**config.mk**
```make
export PLATFORM = sky130hd
export DESIGN_NAME = display_state
export DESIGN_NICKNAME = d
export VERILOG_FILES = /design/src/rtl/display_state.sv
export SDC_FILE = /design/constraint.sdc
export NUM_CORES = 1
export LEC_CHECK = 0
export BUFFER_PORTS_ARGS = -buffer_cell sky130_fd_sc_hd__buf_2
export CAP_MARGIN = 0
export CORE_MARGIN = 8
export CORE_UTILIZATION = 45
export CTS_CLUSTER_DIAMETER = 150
export DETAILED_ROUTE_END_ITERATION = 8
export PLACE_DENSITY_LB_ADDON = 0.08
export RECOVER_POWER = 25
export SETUP_SLACK_MARGIN = 0.05
export SLEW_MARGIN = 10
export SYNTH_ARGS = -nofsm -noshare
export SYNTH_HDL_FRONTEND = slang
export SYNTH_SLANG_ARGS = --single-unit
```
**constraint.sdc**
```tcl
create_clock -name clk -period 1.9 [get_ports clk]
set_clock_uncertainty 0.15 [all_clocks]
set_input_delay 0.19 -clock clk [delete_from_list [all_inputs] [get_ports clk]]
set_output_delay 0.19 -clock clk [all_outputs]
set_load 0.1 [all_outputs]
```
**src/rtl/display_state.sv**
```systemverilog
// Plays a latched packed colour sequence back one colour at a time: each colour lit for
// ON_CYCLES, then dark for OFF_CYCLES, then complete_display holds until en drops.
module display_state #(
    parameter int unsigned ON_CYCLES  = 24'd12_000_000,
    parameter int unsigned OFF_CYCLES = 24'd6_000_000
) (
    input  logic        clk,
    input  logic        rst,
    input  logic        en,
    input  logic [31:0] sequence_val,
    input  logic [3:0]  sequence_len,
    output logic [1:0]  colour_out,
    output logic        colour_on,
    output logic [3:0]  colour_idx,
    output logic        complete_display
);

    localparam int unsigned MaxCycles = (ON_CYCLES > OFF_CYCLES) ? ON_CYCLES : OFF_CYCLES;
    localparam int unsigned TimerW    = $clog2(MaxCycles + 1);

    localparam logic [TimerW-1:0] OnLast  = TimerW'(ON_CYCLES - 1);
    localparam logic [TimerW-1:0] OffLast = TimerW'(OFF_CYCLES - 1);

    typedef enum logic [1:0] {StIdle, StOn, StOff, StDone} state_e;

    state_e            state_q, state_d;
    logic [TimerW-1:0] timer_q, timer_d;
    logic [3:0]        idx_q, idx_d;
    logic [31:0]       seq_q, seq_d;
    logic [3:0]        len_q, len_d;

    always_ff @(posedge clk) begin
        if (rst) begin
            state_q <= StIdle;
            timer_q <= '0;
            idx_q   <= '0;
            seq_q   <= '0;
            len_q   <= '0;
        end else begin
            state_q <= state_d;
            timer_q <= timer_d;
            idx_q   <= idx_d;
            seq_q   <= seq_d;
            len_q   <= len_d;
        end
    end

    always_comb begin
        state_d          = state_q;
        timer_d          = timer_q;
        idx_d            = idx_q;
        seq_d            = seq_q;
        len_d            = len_q;
        colour_on        = 1'b0;
        colour_out       = 2'b00;
        complete_display = 1'b0;

        unique case (state_q)
            StIdle: begin
                if (en) begin
                    seq_d   = sequence_val;
                    len_d   = sequence_len;
                    idx_d   = '0;
                    timer_d = '0;
                    state_d = (sequence_len != 4'd0) ? StOn : StDone;
                end
            end
            StOn: begin
                colour_on  = 1'b1;
                colour_out = seq_q[{idx_q, 1'b0} +: 2];
                if (timer_q == OnLast) begin
                    timer_d = '0;
                    state_d = StOff;
                end else begin
                    timer_d = timer_q + TimerW'(1);
                end
            end
            StOff: begin
                if (timer_q == OffLast) begin
                    timer_d = '0;
                    if (idx_q == len_q - 4'd1) begin
                        state_d = StDone;
                    end else begin
                        idx_d   = idx_q + 4'd1;
                        state_d = StOn;
                    end
                end else begin
                    timer_d = timer_q + TimerW'(1);
                end
            end
            StDone: begin
                complete_display = 1'b1;
            end
            default: state_d = StIdle;
        endcase

        // Dropping en aborts from any active state; idx is cleared so IDLE shows all zeros.
        if (state_q != StIdle && !en) begin
            state_d = StIdle;
            idx_d   = '0;
            timer_d = '0;
        end
    end

    assign colour_idx = idx_q;

endmodule
```
==> results of run 1 <==
## metal layers
layer	part of all wire	wire, um
met1	0.45	3810
met2	0.50	4260
met3	0.032	274
met4	0.018	156
met5	0	0
## kinds of logic after synthesis
logic type      after synthesis  synth area share
compound gates               64             0.123
xor+xnor                     24            0.0635
fa+ha+maj                     9            0.0340
buf+inv                      28            0.0374
flops                        66             0.399
mux                          12            0.0740
simple gates                184             0.269
## where the power goes
| group | total (mW) | internal, mW | leakage (nW) | switching, mW |
|---|---|---|---|---|
| registers | 1.69 | 1.57 | 0.544 | 0.118 |
| logic | 1.93 | 0.869 | 1.13 | 1.06 |
| clock network | 1.08 | 0.509 | 0.0924 | 0.568 |
## metrics by stage
| stage | setup TNS (ps) | worst slack (ps) | hold slack [ps] | cells |
|---|---|---|---|---|
| after floorplan | -785 | -392 | 168 | 387 |
| after global placement | -1360 | -375 | 281 | 555 |
| after detailed placement | -2180 | -372 | 287 | 555 |
| after CTS | -3500 | -613 | 35.4 | 612 |
| after global routing | -5470 | -660 | 55.1 | 612 |
| final | -2370 | -597 | 50.5 | 612 |
## final timing paths
kind,startpoint,end,slack (ps),depth (start not counted)
max,colour_idx[0],colour_out[0],-600,5
min,rst,state_q[0],50,3
max reg2reg,timer_q[1],colour_idx[3],-100,6
min reg2reg,seq_q[21],seq_q[21],310,2
## worst register-to-register path, delay by kind of cell (launching register included)
kind                     cells  cell delay, ps
AO/OA/AOI/OAI                2             240
adder cells (fa/ha/maj)      1             150
flip-flops                   1             360
AND/OR/NAND/NOR              3            1040
## sequential cells by signal (all words and copies together) (netlist names)
register,count
colour_idx,4
len_q,4
seq_q,32
state_q,2
timer_q,24
## cell usage in the layout (no fill, tap or decap), types with 4 or more instances in the layout
cell and n:
dfxtp_2 5, and3_1 6, dfxtp_1 56, clkbuf_2 4
dfxtp_4 5, and4_1 5, mux4_2 10, a21oi_2 4
nor2_2 11, clkbuf_8 10, nand2_1 87, ha_1 4
buf_4 38, inv_1 8, buf_2 40, nand3_1 8
dlygate4sd3_1 36, buf_6 6, xnor2_1 21, nand4_1 7
nor2_1 19, nor3_1 5, nor4_1 10, a21oi_1 38
## layout make-up
type / instances / area, um^2 / area share
multi-input combinational: 293 / 2060 / 0.434
inverter: 9 / 33.8 / 0.00712
timing repair buffer: 129 / 1000 / 0.212
tap: 99 / 124 / 0.0261
sequential: 66 / 1350 / 0.284
clock buffer: 10 / 138 / 0.0290
clock inverter: 6 / 40.0 / 0.00843
## repair_timing
action,in CTS,in global routing
buffers inserted,5,1
pin swaps,32,11
hold endpoints to repair,36,0
hold buffers,36,0
endpoints found under the setup margin,30,32
gates resized for setup,29,22
==> impl_metrics.json, run 1 <==
{
  "crit_arrival_ps": 2160,
  "cts-root-buf": "clkbuf_8",
  "gp_congestion": 0.797,
  "synth.most_common_cell": "nand2_1",
  "via_per_inst": 5.17,
  "syn-num-nets": 435,
  "fin_nets": 556,
  "crit_chain": "buf_12, mux4_2, mux4_2, and2_4, buf_12",
  "core_um2": 7180,
  "diodes": 0,
  "htree_levels": 3,
  "yosys.area.top_type": "dfxtp_1",
  "start_util": 0.462,
  "syn_area_um2": 3310,
  "fill_cells": 613,
  "dpl.hpwl_mm": 5.92,
  "hold_viol_final": 0,
  "hp-class": "in2reg",
  "cts_tree": "yes",
  "end_kind": "output pin",
  "violations": "setup timing",
  "synth_top_area_frac": 0.399,
  "finalWirelength_mm": 8.50,
  "synth.distinct_cells": 45,
  "syn_area_per_cell_um2": 8.56,
  "grt_remaining_overflow": 0,
  "slew-limit-headroom": 0.640,
  "clk_latency_ps": 340,
  "drive_gt1_frac": 0.343,
  "worst_slack_ps": -597,
  "fmax_mhz": 400,
  "fin_util": 0.662,
  "ys_top_cells_by_area": "dfxtp_1 (40%), nand2_1 (9.9%), mux4_2 (6.8%), a21oi_1 (6.3%), xnor2_1 (5.8%)",
  "worstMarginPinSlew_ps": 542,
  "synthFlopType": "dfxtp_1",
  "yosys_warnings": 0,
  "grtUsageTotal": 0.180,
  "grt_pass1_wl_mm": 14.9,
  "cts.clk_slew.worst_paths_ps": 80,
  "cp_num_buf_inv": 2,
  "ir_drop_uv": 457,
  "min_period_ps": 2500,
  "die_area_um2": 10400,
  "num_vias": 3165,
  "worst_setup_path_start_kind": "flip-flop",
  "cts_buffer_depth": 2,
  "grt_max_degree": 37,
  "path_delay_family": "multiplexers",
  "yosysSeqAreaShare": 0.399,
  "required_ps": 1560,
  "power_mw": 4.70,
  "worstPathMaxFanout": 5,
  "cts_sinks": 66,
  "syn_inst": 387,
  "final_cell_area_um2": 4750,
  "rsz0062_at_grt": "yes",
  "power_density_nw_per_um2": 989,
  "synth_edf_count": 0,
  "syn2layout_area_growth_pct": 43.3,
  "synthTopCellsByCount": "nand2_1 (87), dfxtp_1 (66), a21oi_1 (42)",
  "grtUsageMet1": 0.219,
  "drv_cap": 0,
  "dr.pass1.iters": 4,
  "use_met3": 0.0405,
  "die_w_um": 102,
  "drtAntennaViolNets": 0,
  "antenna_found_initial": 0,
  "synth.ff_latch_count": 66,
  "drv_slew": 0,
  "finalSetupViolCount": 26,
  "synthArstFlopShare": 0,
  "routedWlPerCell_um": 13.9,
  "status": "finished with violations",
  "cpMaxStageDelayCell": "mux4_2",
  "io_buffer_count": 46,
  "timing.final.crit_share": 1.31,
  "power.leakage_nw": 1.77,
  "placed_area_um2": 3990,
  "crit_type": "reg2out",
  "cpPeakStageDelay_ps": 510,
  "cts_buffers": 9,
  "ios": 47,
  "initialDrtViolationCount": 129,
  "drcViolationCount": 0,
  "grt_pass1_vias": 3174,
  "num_rows": 31,
  "grt-busiest-layer": "met2",
  "chipHeight_um": 102,
  "grt_use_met2": 0.297
}
Power figures use the tool's default switching activity.
==> run 2, diff against run 1 <==
Clock period 1.9 ns to 3 ns, I/O delays scaled along.
==> run 2 against run 1 <==
Net effect:
- register-to-register slack gained 710 ps
- via count decreased by 11%
- routed wire length fell by 8.6%
- the run now ends clean
- critical path type unchanged
- critical path depth down 1
==> impl_metrics.json, run 2 (synthesis gave the netlist of run 1 again) <==
{
  "seqPwrFrac": 0.412,
  "power_density_nw_per_um2": 696,
  "drcViolationCount": 0,
  "wirelength_met1_mm": 3.44,
  "drv_cap": 0,
  "crit_chain": "mux4_2, mux4_2, and2_1, buf_2",
  "timing.final.crit_share": 0.919,
  "cts_buffers": 9,
  "die_w_um": 102,
  "cp_num_buf_inv": 1,
  "hp-class": "in2reg",
  "worstPathMaxFanout": 14,
  "hold_viol_final": 0,
  "ios": 47,
  "clk_latency_ps": 350,
  "antenna_found_initial": 0,
  "status": "complete, no violations",
  "drive_gt1_frac": 0.203,
  "wl_met3_um": 359,
  "finalWirelength_mm": 7.77,
  "rsz0062_at_grt": "no",
  "power_mw": 2.64,
  "min_period_ps": 2760,
  "num_vias": 2829,
  "htree_levels": 3,
  "cts_buffer_depth": 2,
  "cts_tree": "yes",
  "dpl.cell_count": 517,
  "grt_pass1_vias": 2653,
  "place_ws_ps": 500,
  "cts_sinks": 66,
  "layout_commonest_cell": "nand2_1",
  "placed_area_um2": 3610,
  "end_kind": "output pin",
  "switching_share": 0.389,
  "drtAntennaViolNets": 0,
  "reg_top3": "seq_q x32, timer_q x24",
  "core_um2": 7180,
  "crit_type": "reg2out",
  "cpMaxStageDelayCell": "mux4_2",
  "via_per_inst": 5.31,
  "num_rows": 31,
  "worstMarginPinSlew_ps": 1200,
  "initialDrtViolationCount": 136,
  "cts-root-buf": "clkbuf_8",
  "largest_register_ffs": 32,
  "diodes": 0,
  "dpl.hpwl_mm": 5.58,
  "routedWlPerCell_um": 14.6,
  "worst_setup_path_start_kind": "flip-flop",
  "fin_nets": 477,
  "power.leakage_nw": 1.35,
  "grt_pass1_wl_mm": 12.9,
  "crit_arrival_ps": 2310,
  "dr.pass1.iters": 4,
  "slew-limit-headroom": 0.205,
  "top_register": "seq_q",
  "final_cell_area_um2": 3790,
  "crit_path_frequent_cell": "mux4_2",
  "dr_wl_met2_mm": 3.90,
  "worst_slack_ps": 244,
  "die_area_um2": 10400,
  "gp_congestion": 0.804,
  "internal_power_mw": 1.61,
  "path_delay_family": "multiplexers",
  "finalSetupViolCount": 0,
  "pwr-share-clk": 0.265,
  "layout.cells.most_common_list": "nand2_1 (87), dfxtp_1 (64), buf_2 (44), a21oi_1 (42), nor2_1 (32)",
  "chipHeight_um": 102,
  "grtUsageTotal": 0.160,
  "grt_remaining_overflow": 0,
  "syn2layout_area_growth_pct": 14.4,
  "cpPeakStageDelay_ps": 530,
  "routed.top_layer": "met4",
  "fin_cells": 533,
  "fmax_mhz": 363,
  "drv_slew": 0,
  "grt_max_degree": 39,
  "io_buffer_count": 46,
  "ir_drop_uv": 359,
  "switching_power_mw": 1.03,
  "cts.clk_slew.worst_paths_ps": 90,
  "start_util": 0.462,
  "fill_cells": 683,
  "required_ps": 2550,
  "pwr-share-comb": 0.323,
  "tns_ps": 0,
  "post_cts_buffers": 0
}
run 2: cell types whose count changed in the layout (fill, tap and decap cells not counted), sizes merged:
| cell | change |
|---|---|
| inv | +3 |
| buf | -40 |
| clkbuf | -4 |
| dlygate4sd3 | -36 |
| clkinv | -3 |
| clkinvlp | +1 |
run 2: metrics by stage:
stage | utilization | hold WS, ps
2_1_floorplan | - | 283
3_3_place_gp | 0.503 | 295
3_5_place_dp | 0.503 | 299
4_1_cts | 0.528 | 5.83
5_1_grt | 0.528 | 7.90
6_report | 0.528 | 15.6
run 2: area by class of cell:
type | instances | area, um^2 | area share
multi-input combinational | 293 | 1870 | 0.493
clock buffer | 9 | 124 | 0.0327
tap | 99 | 124 | 0.0327
clock inverter | 7 | 58.8 | 0.0155
timing repair buffer | 50 | 255 | 0.0674
sequential | 66 | 1330 | 0.350
inverter | 9 | 33.8 | 0.00892
run 2: layer usage:
metal	track usage	vias up
met3	0.0605	8
met5	0	-
met1	0.187	1324
met2	0.267	63
li1	-	1434
met4	0.0412	0
run 2: worst register-to-register path, stage by stage (launching register included):
cell and delay (ps):
dfxtp_1 370, ha_1 200, and4_1 290, and4b_2 300, a21oi_1 160, o31ai_4 450
buf_4 290, a211oi_1 70
run 2: power by group through the flow:
stage	registers (mW)	clock network (mW)	logic [mW]
4_1_cts	1.09	0.719	0.866
5_1_grt	1.10	0.763	0.955
3_5_place_dp	1.11	0	0.860
6_report	1.09	0.699	0.851
2_1_floorplan	1.08	0	0.685
3_3_place_gp	1.11	0	0.852
run 2: worst paths after layout:
| path | from | end | slack [ps] | cells after the start |
|---|---|---|---|---|
| setup / recovery | colour_idx[0] | colour_out[1] | 240 | 4 |
| hold / removal | sequence_val[28] | seq_q[28] | 20 | 3 |
| setup reg to reg | timer_q[0] | timer_q[7] | 610 | 7 |
| hold reg to reg | seq_q[8] | seq_q[8] | 310 | 2 |
run 2: repair_timing:
action	in CTS	in global routing
gates resized for setup	0	1
setup endpoints to repair	0	2
endpoints found under the hold margin	0	0
hold buffers	0	0
